===== src/rtl/rf_ctrl_pkg.sv =====
// Shared register-file write types and requester indices.
package rf_ctrl_pkg;

  typedef logic [4:0]  rf_addr_t;
  typedef logic [31:0] rf_data_t;

  localparam logic REQ_ALU = 1'b0;
  localparam logic REQ_MEM = 1'b1;

  function automatic logic addr_is_zero(input rf_addr_t addr);
    return (addr == 5'd0);
  endfunction

endpackage


===== src/rtl/rr_arb2.sv =====
// Two-way round-robin grant with a priority pointer naming the last winner.
module rr_arb2
  import rf_ctrl_pkg::*;
(
  input  logic clk,
  input  logic rst,
  input  logic v0,
  input  logic v1,
  input  logic hold,
  output logic r0,
  output logic r1,
  output logic accept,
  output logic gnt_idx
);

  logic ptr_q;
  logic ptr_d;

  // Ready generation: contention goes to the requester the pointer does not name.
  always_comb begin
    r0 = 1'b0;
    r1 = 1'b0;
    if (!rst || hold) begin
      r0 = 1'b0;
      r1 = 1'b0;
    end else if (v0 && v1) begin
      if (ptr_q == REQ_MEM) begin
        r0 = 1'b1;
      end else begin
        r1 = 1'b1;
      end
    end else begin
      r0 = v0;
      r1 = v1;
    end
  end

  assign accept  = r0 | r1;
  assign gnt_idx = r1 ? REQ_MEM : REQ_ALU;

  // Pointer follows the winner, only when a transfer is actually accepted.
  always_comb begin
    ptr_d = ptr_q;
    if (accept) begin
      ptr_d = gnt_idx;
    end else begin
      ptr_d = ptr_q;
    end
  end

  // Pointer register.
  always_ff @(posedge clk or negedge rst) begin
    if (!rst) begin
      ptr_q <= REQ_MEM;
    end else begin
      ptr_q <= ptr_d;
    end
  end

endmodule


===== src/rtl/rf_write_arbiter.sv =====
// Arbitrates ALU and load writebacks onto one register-file write port.
// Optional macro RF_ZERO_PROTECT_EN suppresses the write enable for address 0.
module rf_write_arbiter
  import rf_ctrl_pkg::*;
#(
  parameter int CNT_W = 16
) (
  input  logic             clk,
  input  logic             rst,
  input  logic             v0,
  input  rf_addr_t         a0,
  input  rf_data_t         d0,
  output logic             r0,
  input  logic             v1,
  input  rf_addr_t         a1,
  input  rf_data_t         d1,
  output logic             r1,
  input  logic             hold,
  output logic             WE3,
  output rf_addr_t         A3,
  output rf_data_t         WD3,
  output logic             gnt_id,
  output logic [CNT_W-1:0] wr_count
);

  logic     accept_s;
  logic     gnt_idx_s;
  rf_addr_t sel_addr_s;
  rf_data_t sel_data_s;

  logic             we_q,  we_d;
  rf_addr_t         a3_q,  a3_d;
  rf_data_t         wd3_q, wd3_d;
  logic             gnt_q, gnt_d;
  logic [CNT_W-1:0] cnt_q, cnt_d;

  rr_arb2 u_arb (
    .clk     (clk),
    .rst     (rst),
    .v0      (v0),
    .v1      (v1),
    .hold    (hold),
    .r0      (r0),
    .r1      (r1),
    .accept  (accept_s),
    .gnt_idx (gnt_idx_s)
  );

  assign sel_addr_s = (gnt_idx_s == REQ_MEM) ? a1 : a0;
  assign sel_data_s = (gnt_idx_s == REQ_MEM) ? d1 : d0;

  // Next-state for the write port and the saturating transfer counter.
  always_comb begin
    we_d  = 1'b0;
    a3_d  = a3_q;
    wd3_d = wd3_q;
    gnt_d = gnt_q;
    cnt_d = cnt_q;
    if (accept_s) begin
      we_d  = 1'b1;
      a3_d  = sel_addr_s;
      wd3_d = sel_data_s;
      gnt_d = gnt_idx_s;
`ifdef RF_ZERO_PROTECT_EN
      if (addr_is_zero(sel_addr_s)) begin
        we_d = 1'b0;
      end else begin
        we_d = 1'b1;
      end
`endif
      if (cnt_q != {CNT_W{1'b1}}) begin
        cnt_d = cnt_q + CNT_W'(1);
      end else begin
        cnt_d = cnt_q;
      end
    end else begin
      we_d = 1'b0;
    end
  end

  // Output registers; async reset drops any in-flight write.
  always_ff @(posedge clk or negedge rst) begin
    if (!rst) begin
      we_q  <= 1'b0;
      a3_q  <= 5'd0;
      wd3_q <= 32'd0;
      gnt_q <= 1'b0;
      cnt_q <= '0;
    end else begin
      we_q  <= we_d;
      a3_q  <= a3_d;
      wd3_q <= wd3_d;
      gnt_q <= gnt_d;
      cnt_q <= cnt_d;
    end
  end

  assign WE3      = we_q;
  assign A3       = a3_q;
  assign WD3      = wd3_q;
  assign gnt_id   = gnt_q;
  assign wr_count = cnt_q;

endmodule


===== config.mk =====
export PLATFORM = sky130hd
export DESIGN_NAME = rf_write_arbiter
export DESIGN_NICKNAME = d
export VERILOG_FILES = /design/src/rtl/rf_ctrl_pkg.sv /design/src/rtl/rr_arb2.sv /design/src/rtl/rf_write_arbiter.sv
export SDC_FILE = /design/constraint.sdc
export NUM_CORES = 1
export LEC_CHECK = 0
export BUFFER_PORTS_ARGS = -buffer_cell sky130_fd_sc_hd__clkbuf_2
export CAP_MARGIN = 20
export CORE_MARGIN = 2
export CORE_UTILIZATION = 45
export CTS_CLUSTER_SIZE = 10
export DETAILED_ROUTE_END_ITERATION = 10
export PLACE_DENSITY = 0.79
export SLEW_MARGIN = 20
export SYNTH_ARGS = -nofsm -noshare
export SYNTH_HDL_FRONTEND = slang
export SYNTH_HIERARCHICAL = 1
export SYNTH_SLANG_ARGS = --single-unit

===== constraint.sdc =====
create_clock -name clk -period 2.1 [get_ports clk]
set_input_delay 0 -clock clk [delete_from_list [all_inputs] [get_ports clk]]
set_output_delay 0 -clock clk [all_outputs]
set_load 0.05 [all_outputs]

# Word level (Yosys, flattened, before mapping)

Cells that the tools add are included.

Reductions and logical operators: 4
Muxes and demuxes: 10
Add/sub/neg operators: 1
Bitwise logic cells: 1
Equal/unequal tests: 1

Operators with widths:

| kind                                                             | number |
|---|---|
| 32-bit two-way mux                                               | 1 |
| 16-bit by 1-bit adder with 16-bit output (second input constant) | 1 |
| 16-bit != test (second input constant)                           | 1 |
| 1-bit two-way mux                                                | 8 |
| 5-bit two-way mux                                                | 1 |
| 2-bit AND reduction                                              | 1 |
| 1-bit logical AND                                                | 1 |
| 1-bit zero test                                                  | 1 |
| 1-bit logical OR                                                 | 1 |
| 1-bit bitwise OR                                                 | 1 |

Bits of input ports: 79
Register bits after elaboration: 56
Output and inout bits: 57
Word-level logic and storage cells: 23

# Longest topological paths before layout

Gate-level depths: netlist of run 1.

Depth in word-level cells: 5
Mapped depth: 7
Depth with buffers taken out: 6

# Modules after synthesis

The synthesis of run 1 kept the hierarchy.

Modules (own cells, without submodules):

| module           | sequential area each (um2) | cells each | area an instance (um2) | times used |
|---|---|---|---|---|
| rf_write_arbiter | 1376.3                     | 237        | 2533.7                 | 1 |
| rr_arb2          | 26.3                       | 12         | 106.4                  | 1 |

# Worst setup path before layout of run 1

No wires, ideal clock.

Path type: flip-flop to flip-flop
Start point: reg cnt_q[0], in the netlist wr_count[0]
End point: reg cnt_q[1], in the netlist wr_count[1]
Period minus slack after synthesis: 2218 ps
Setup slack: -118 ps
Data required time: 1972 ps
Data arrival time: 2090 ps
Setup time: 128 ps
Path buffers: 1
Cell stages (with the launch flop): 7
Cells stage by stage: dfrtp_1 ha_1 nand4_1 or4_1 buf_2 nand2_2 mux2_1

Cells in the longest elaborated chain, start to end: 2
Elaborated cells between the ends (all ways): 3
Those cells by class: add/sub (1); eq/ne (1); reduce/logical (1)

RTL lines:

| item                                                                             | line                   | text |
|---|---|---|
| start, declared                                                                  | rf_write_arbiter.sv:35 | `logic [CNT_W-1:0] cnt_q, cnt_d;` |
| start signal, assigned                                                           | rf_write_arbiter.sv:94 | `cnt_q <= cnt_d;` |
| branches (longest 2 deep; another with 16-bit by 1-bit adder with 16-bit output) | -                      |  |

Parallel ways; which one is timed is not known.
A chain may end at the register's enable or synchronous reset.

# Worst setup path in the final report of run 1

Start point: in rst
End point: reg a3_q[3], in the netlist A3[3]

Cells in the longest elaborated chain, start to end: 5
Elaborated cells between the ends (all ways): 7
Those cells by class: mux (4); bitwise (1); reduce/logical (2)

RTL lines:

| item                               | line                   | text |
|---|---|---|
| start, declared                    | rf_write_arbiter.sv:9  | `input logic rst,` |
| 1-bit zero test (no source line) * | -                      |  |
| 1-bit logical OR *                 | rr_arb2.sv:23          | `if (!rst \|\| hold) begin` |
| 1-bit two-way mux                  | rr_arb2.sv:23          |  |
| 1-bit two-way mux                  | rr_arb2.sv:39          | `assign gnt_idx = r1 ? REQ_MEM : REQ_ALU;` |
| 5-bit two-way mux                  | rf_write_arbiter.sv:49 | `assign sel_addr_s = (gnt_idx_s == REQ_MEM) ? a1 : a0;` |
| end signal, assigned               | rf_write_arbiter.sv:85 | `a3_q <= 5'd0;` |
| end signal, assigned               | rf_write_arbiter.sv:91 | `a3_q <= a3_d;` |
| end, declared                      | rf_write_arbiter.sv:32 | `rf_addr_t a3_q, a3_d;` |

Every way passes the cells marked *; elsewhere a longest branch is shown, timed or not.

==> results of run 1 <==
-- synth_stat cells --
cell / n
nand4_1: 2
nor2_1: 44
a2bb2oi_2: 1
o211ai_1: 1
and3_1: 2
dfstp_2: 1
nor4b_1: 1
buf_1: 3
ha_1: 1
nand4_2: 1
mux2_2: 1
and4_4: 1
a21oi_2: 1
nor4_2: 1
nand4b_1: 1
a31oi_1: 1
buf_2: 4
xnor2_1: 9
nand3_2: 1
nand3b_1: 2
and4_1: 1
mux2_1: 2
nand2b_4: 1
buf_4: 1
o21a_1: 2
inv_1: 2
a21oi_1: 39
nor3_1: 1
o2111ai_1: 1
mux2i_1: 37
or4_1: 1
a41oi_1: 1
xor2_1: 1
a211oi_2: 1
nand3_1: 10
nand2_2: 1
clkbuf_1: 7
nand2_1: 6
dfrtp_1: 55
-- cell usage in the layout, fill, tap and decap left out, drive strengths merged, types with 7 or more instances in the layout --
cell type,n
dfrtp,55
nand2,7
nor2,44
dlygate4sd3,43
a21oi,40
mux2i,37
nand3,11
xnor2,9
buf,9
clkbuf,143
-- sequential cells by signal, summed over array words and instances (netlist names) --
name and cells:
WD3 32, A3 5, wr_count 16, u_arb/ptr_q 1, WE3 1, gnt_id 1
-- logic make-up (layout without fill, tap and decap cells) --
family | count (synthesis) | after routing | share of synthesized area, %
AO/OA/AOI/OAI | 48 | 48 | 10.5
XOR/XNOR | 10 | 10 | 3.32
adder cells (fa/ha/maj) | 1 | 1 | 0.474
buffers and inverters | 17 | 199 | 2.75
flip-flops | 56 | 56 | 53.1
multiplexers | 40 | 40 | 15.3
other | 0 | 1 | 0
AND/OR/NAND/NOR | 77 | 77 | 14.5
-- layout make-up --
cell class                 instances  area [sq um]
timing repair buffer             189          1250
fill                             411          1500
clock inverter                     2          38.8
sequential                        56          1410
multi-input combinational        176          1190
clock buffer                       6          82.6
tap                               72          90.1
antenna                            1          2.50
inverter                           2          7.51
-- where the power goes --
| part | switching (mW) | internal, mW | leakage, nW |
|---|---|---|---|
| logic | 0.923 | 0.378 | 1.19 |
| clock network | 0.351 | 0.391 | 0.0614 |
| registers | 0.151 | 1.26 | 0.655 |
| total | 1.43 | 2.03 | 1.91 |
-- worst register-to-register path, cell delays in order (launching register included) --
cell	delay (ns)
dfrtp_2	0.42
ha_1	0.23
nand4_1	0.20
or4_1	0.52
buf_4	0.19
and4_4	0.19
a21oi_2	0.12
-- path summary, 6_finish.rpt --
path / from / end / slack, ns / depth (start not counted)
max: rst / A3[3] / 0.07 / 8
min: a0[2] / A3[2] / -0.003 / 3
max reg2reg: wr_count[0] / wr_count[7] / 0.16 / 6
min reg2reg: gnt_id / gnt_id / 0.52 / 1
max in group asynchronous: rst / wr_count[12] / 1.16 / 3
min in group asynchronous: rst / wr_count[7] / 0.44 / 3
-- metrics by stage --
step / power [mW] / std cells / instance area [sq um] / hold WS, ns / utilization [%]
2_1_floorplan: 2.26 / 249 / 2640 / -0.296 / -
3_3_place_gp: 2.60 / 447 / 3420 / 0.265 / 61.4
3_5_place_dp: 2.63 / 447 / 3420 / 0.279 / 61.4
4_1_cts: 3.44 / 499 / 3980 / 0.000592 / 71.4
5_1_grt: 3.61 / 503 / 4070 / 0.00328 / 73.0
6_report: 3.45 / 504 / 4070 / -0.00332 / 73.1
-- layer usage --
metal | wire length (um) | global-route usage [%]
met1 | 3090 | 29.5
met2 | 4070 | 41.1
met3 | 567 | 5.73
met4 | 164 | 9.66
met5 | 0 | 0
-- what timing repair did --
item                                    in CTS  in global routing
endpoints found under the setup margin       0                 15
hold buffers                                44                  0
endpoints found under the hold margin       80                  0
buffers inserted                             0                  2
resized for setup                            0                  3
==> reports/metrics.yaml, run 1 <==
synth:
  ys_warn_count: 6
  synth_area_sq_um: 2640
  synth_cell_types: 39
  postSynthCellCount: 249
  synth_top_cell_area_share_pct: 52.1
  yosys.area.top_type: "dfrtp_1"
  synth_area_leaders: "dfrtp_1 52%, mux2i_1 14%, a21oi_1 7.4%"
  synth_area_per_cell_sq_um: 10.6
  syn-num-nets: 329
  ys_ff_latch: 56
  yosysSeqAreaShare_pct: 53.1
sta:
  setup_violations: 0
  relSlewSlack_pct: 54.2
  hold_ws_ns: -0.00332
  setup_ws_ns: 0.0680
  period_minus_slack_ns: 2.03
  rsz0062_at_grt: "no"
  timing.fmax_mhz: 492
  worstMarginPinSlew_ns: 0.687
  drv_slew: 0
  hold_violations: 1
  tns_ns: 0
  post-route-period-util_pct: 96.8
  clock_skew_ns: 0.00688
status:
  status: "finished, violations left"
  failed_checks: "negative hold slack"
final_layout:
  finalNetCount: 510
  layout-drive-gt1-share_pct: 39.9
  area_growth_pct: 54.3
place:
  routabilityCongestion: 0.831
  post-place-ws_ns: 0.212
  port_buffers: 135
  dp_hpwl_mm: 4.80
floorplan:
  die_area_sq_um: 6500
  core.rowCount: 27
  ios: 136
  initial_utilization_pct: 47.4
  die_h_um: 80.6
  fp.coreArea_sq_um: 5570
  dieWidth_um: 80.6
clock_tree:
  max-clock-path-buffers: 2
  cts_num_sinks: 56
  cts_tree: "done"
  cts_buffers: 5
  cts_max_level: 2
  insertion_delay_ns: 0.30
  clk_pin_slew_ns: 0.10
  cts_root_buffer: "clkbuf_8"
power:
  vdd_drop_max_mv: 0.524
  leakage_nw: 1.91
  powerDensity_nw_per_um2: 848
grt:
  first_global_vias: 2557
  grt_usage_pct: 24.2
  grt-ovfl-total: 0
  grt_pass1_wl_mm: 12.0
  grt_max_degree: 57
  grt_antenna_before_repair: 0
critical_path:
  cp_top_family: "buffers and inverters"
  path_cells: "dlygate4sd3_1 > buf_2 > nand3b_1 > a21oi_4 > clkbuf_16 > mux2i_1 > dlygate4sd3_1 > a21oi_1"
  cpMostUsedCell: "dlygate4sd3_1"
  timing_worst_setup_path_type: "input port to register"
  worstSetupEndpointType: "register"
  critPathSlowestCell: "dlygate4sd3_1"
  worstPathMaxFanout: 10
  slowest_delay_ns: 0.57
  cp-start-kind: "input port"
  cp_data_arrival_time_ns: 2.21
  worstPathRequired_ns: 2.27
  worst-path-buf-inv: 4
route:
  drtIter0Drc: 99
  routed_via_density: 5.17
  final_antenna_net_count: 0
  route.detailed.drc: 0
  wl_per_cell_um: 15.7
  vias: 2607
  totalWireLength_mm: 7.90
  dr.pass1.iters: 4
min_path:
  hold_path.class: "input port to register"
flow_run:
  maxCapViolations: 0
Note: power is estimated with default switching activity, not from simulation.
==> run 2, diff against run 1 <==
--- a/config.mk
+++ b/config.mk
@@ -12,6 +12,8 @@
 export CTS_CLUSTER_SIZE = 10
 export DETAILED_ROUTE_END_ITERATION = 10
 export PLACE_DENSITY = 0.79
+export REMOVE_ABC_BUFFERS = 1
+export SKIP_LAST_GASP = 1
 export SLEW_MARGIN = 20
 export SYNTH_ARGS = -nofsm -noshare
 export SYNTH_HDL_FRONTEND = slang
==> constraint.sdc (replaced) <==
create_clock -name clk -period 2.2 [get_ports clk]
set_input_delay 0 -clock clk [delete_from_list [all_inputs] [get_ports clk]]
set_output_delay 0 -clock clk [all_outputs]
set_load 0.05 [all_outputs]
==> run 2 against run 1 <==
Against the previous run: the run now ends clean; routed wire length shrank 16%; clock-buffer cell count unchanged; hold slack improved by 0.0050 ns; via count shrank 8.3%; global-route usage decreased by 4.9 points; worst setup slack gained 0.022 ns; critical endpoint is now WD3[12]; non-clock buffer count shrank 30; design area decreased by 9.7%; clock skew increased by 0.0020 ns; core utilization fell by 7.1 points; largest power group unchanged.
==> reports/metrics.yaml, run 2 (same netlist as run 1, synthesis figures left out) <==
floorplan:
  initial_utilization_pct: 47.4
  ios: 136
  core.rowCount: 27
  dieWidth_um: 80.6
  die_h_um: 80.6
  fp.coreArea_sq_um: 5570
  die_area_sq_um: 6500
grt:
  first_global_vias: 2135
  grt_pass1_wl_mm: 9.78
  grt_max_degree: 61
  grt-ovfl-total: 0
  grt_usage_pct: 19.3
  grt_antenna_before_repair: 0
min_path:
  hold_path.class: "input port to register"
critical_path:
  worstPathRequired_ns: 2.37
  timing_worst_setup_path_type: "input port to register"
  cp-start-kind: "input port"
  worstSetupEndpointType: "register"
  worstPathMaxFanout: 19
  cp_data_arrival_time_ns: 2.28
power:
  pwr-share-seq_pct: 43.0
  powerDensity_nw_per_um2: 839
  clockPowerShare_pct: 18.9
  p_comb_share_pct: 38.1
  p_int_mw: 1.76
  vdd_drop_max_mv: 0.544
  p_total_mw: 3.09
  swShare_pct: 42.8
  leakage_nw: 1.75
  switching_power_mw: 1.32
sta:
  drv_slew: 0
  post-route-period-util_pct: 95.9
  setup_violations: 0
  clock_skew_ns: 0.00886
  relSlewSlack_pct: 54.6
  timing.fmax_mhz: 474
  period_minus_slack_ns: 2.11
  tns_ns: 0
  hold_ws_ns: 0.00167
  hold_violations: 0
  rsz0062_at_grt: "no"
  setup_ws_ns: 0.0903
  worstMarginPinSlew_ns: 0.681
route:
  totalWireLength_mm: 6.62
  drtIter0Drc: 141
  wl_per_cell_um: 14.0
  routed_via_density: 5.05
  vias: 2391
  route.detailed.drc: 0
  final_antenna_net_count: 0
  dr.pass1.iters: 4
final_layout:
  largest_reg_flops: 32
  post-route-util_pct: 66.0
  layout_commonest_cell: "clkbuf_2"
  fillCellCount: 441
  final_cell_area_sq_um: 3680
  area_growth_pct: 39.3
  layout.cells.non_filler: 473
  layout_common_cells: "135 x clkbuf_2, 55 x dfrtp_1, 43 x nor2_1"
  layout-drive-gt1-share_pct: 40.6
  finalNetCount: 480
  antennaDiodeCount: 0
place:
  dp_cells: 448
  dp_hpwl_mm: 4.83
  routabilityCongestion: 0.814
  post-place-ws_ns: 0.178
  place_area_sq_um: 3410
  port_buffers: 135
flow_run:
  maxCapViolations: 0
clock_tree:
  cts_max_level: 2
  cts_tree: "done"
  insertion_delay_ns: 0.30
  max-clock-path-buffers: 2
  cts_root_buffer: "clkbuf_8"
  cts_buffers: 5
  clk_pin_slew_ns: 0.10
  cts.repair.resized: 0
  cts_num_sinks: 56
status:
  status: "finished clean"
-- run 2: cell types whose count changed in the layout (fill, tap and decap cells not counted), moves of 2 or more --
cell	change
dfrtp_2	-3
clkbuf_16	-3
dfrtp_1	+3
mux2i_2	-2
mux2i_1	+2
dlygate4sd3_1	-26
-- run 2: cell type report --
class                   instances  area (sq um)  area share, %
clock buffers                   6          82.6           2.24
clock inverters                 2          13.8          0.374
flip-flops and latches         56          1400           38.1
well taps                      72          90.1           2.45
inverters                       2          7.51          0.204
multi-input cells             176          1180           32.2
repair buffers                159           898           24.4
-- run 2: final timing paths --
check,start,to,slack (ns),cells after the start
max,rst,WD3[12],0.09,8
min,d1[17],WD3[17],0.002,3
max reg2reg,wr_count[0],wr_count[7],0.17,6
min reg2reg,gnt_id,gnt_id,0.52,1
max in group asynchronous,rst,wr_count[0],1.25,3
min in group asynchronous,rst,u_arb/ptr_q,0.25,2
-- run 2: power by group through the flow --
stage,clock (mW),combinational (mW),sequential [mW]
global placement,0,1.15,1.34
CTS,0.601,1.17,1.33
detailed placement,0,1.16,1.35
floorplan,0,0.256,1.91
finish,0.582,1.18,1.33
global route,0.644,1.25,1.36
-- run 2: layer usage --
metal	routed length [um]	vias to the layer above	global-route usage [%]	part of all wire, %
met1	2760	1108	23.8	42
met2	3190	89	33.3	48
met5	0	-	0	0
met3	602	9	6.07	9.1
li1	-	1185	-	-
met4	68	0	4.07	1.0
-- run 2: worst max-delay path: stages --
cell,delay [ns]
dlygate4sd3_1,0.53
clkbuf_2,0.18
nand3b_1,0.17
a21oi_4,0.15
buf_4,0.32
mux2i_1,0.26
dlygate4sd3_1,0.59
a21oi_1,0.07
-- run 2: what timing repair did --
item                       CTS  global route
setup endpoints to repair    0             0
hold buffers                13             4
hold endpoints to repair    65             3
buffers inserted             0             0
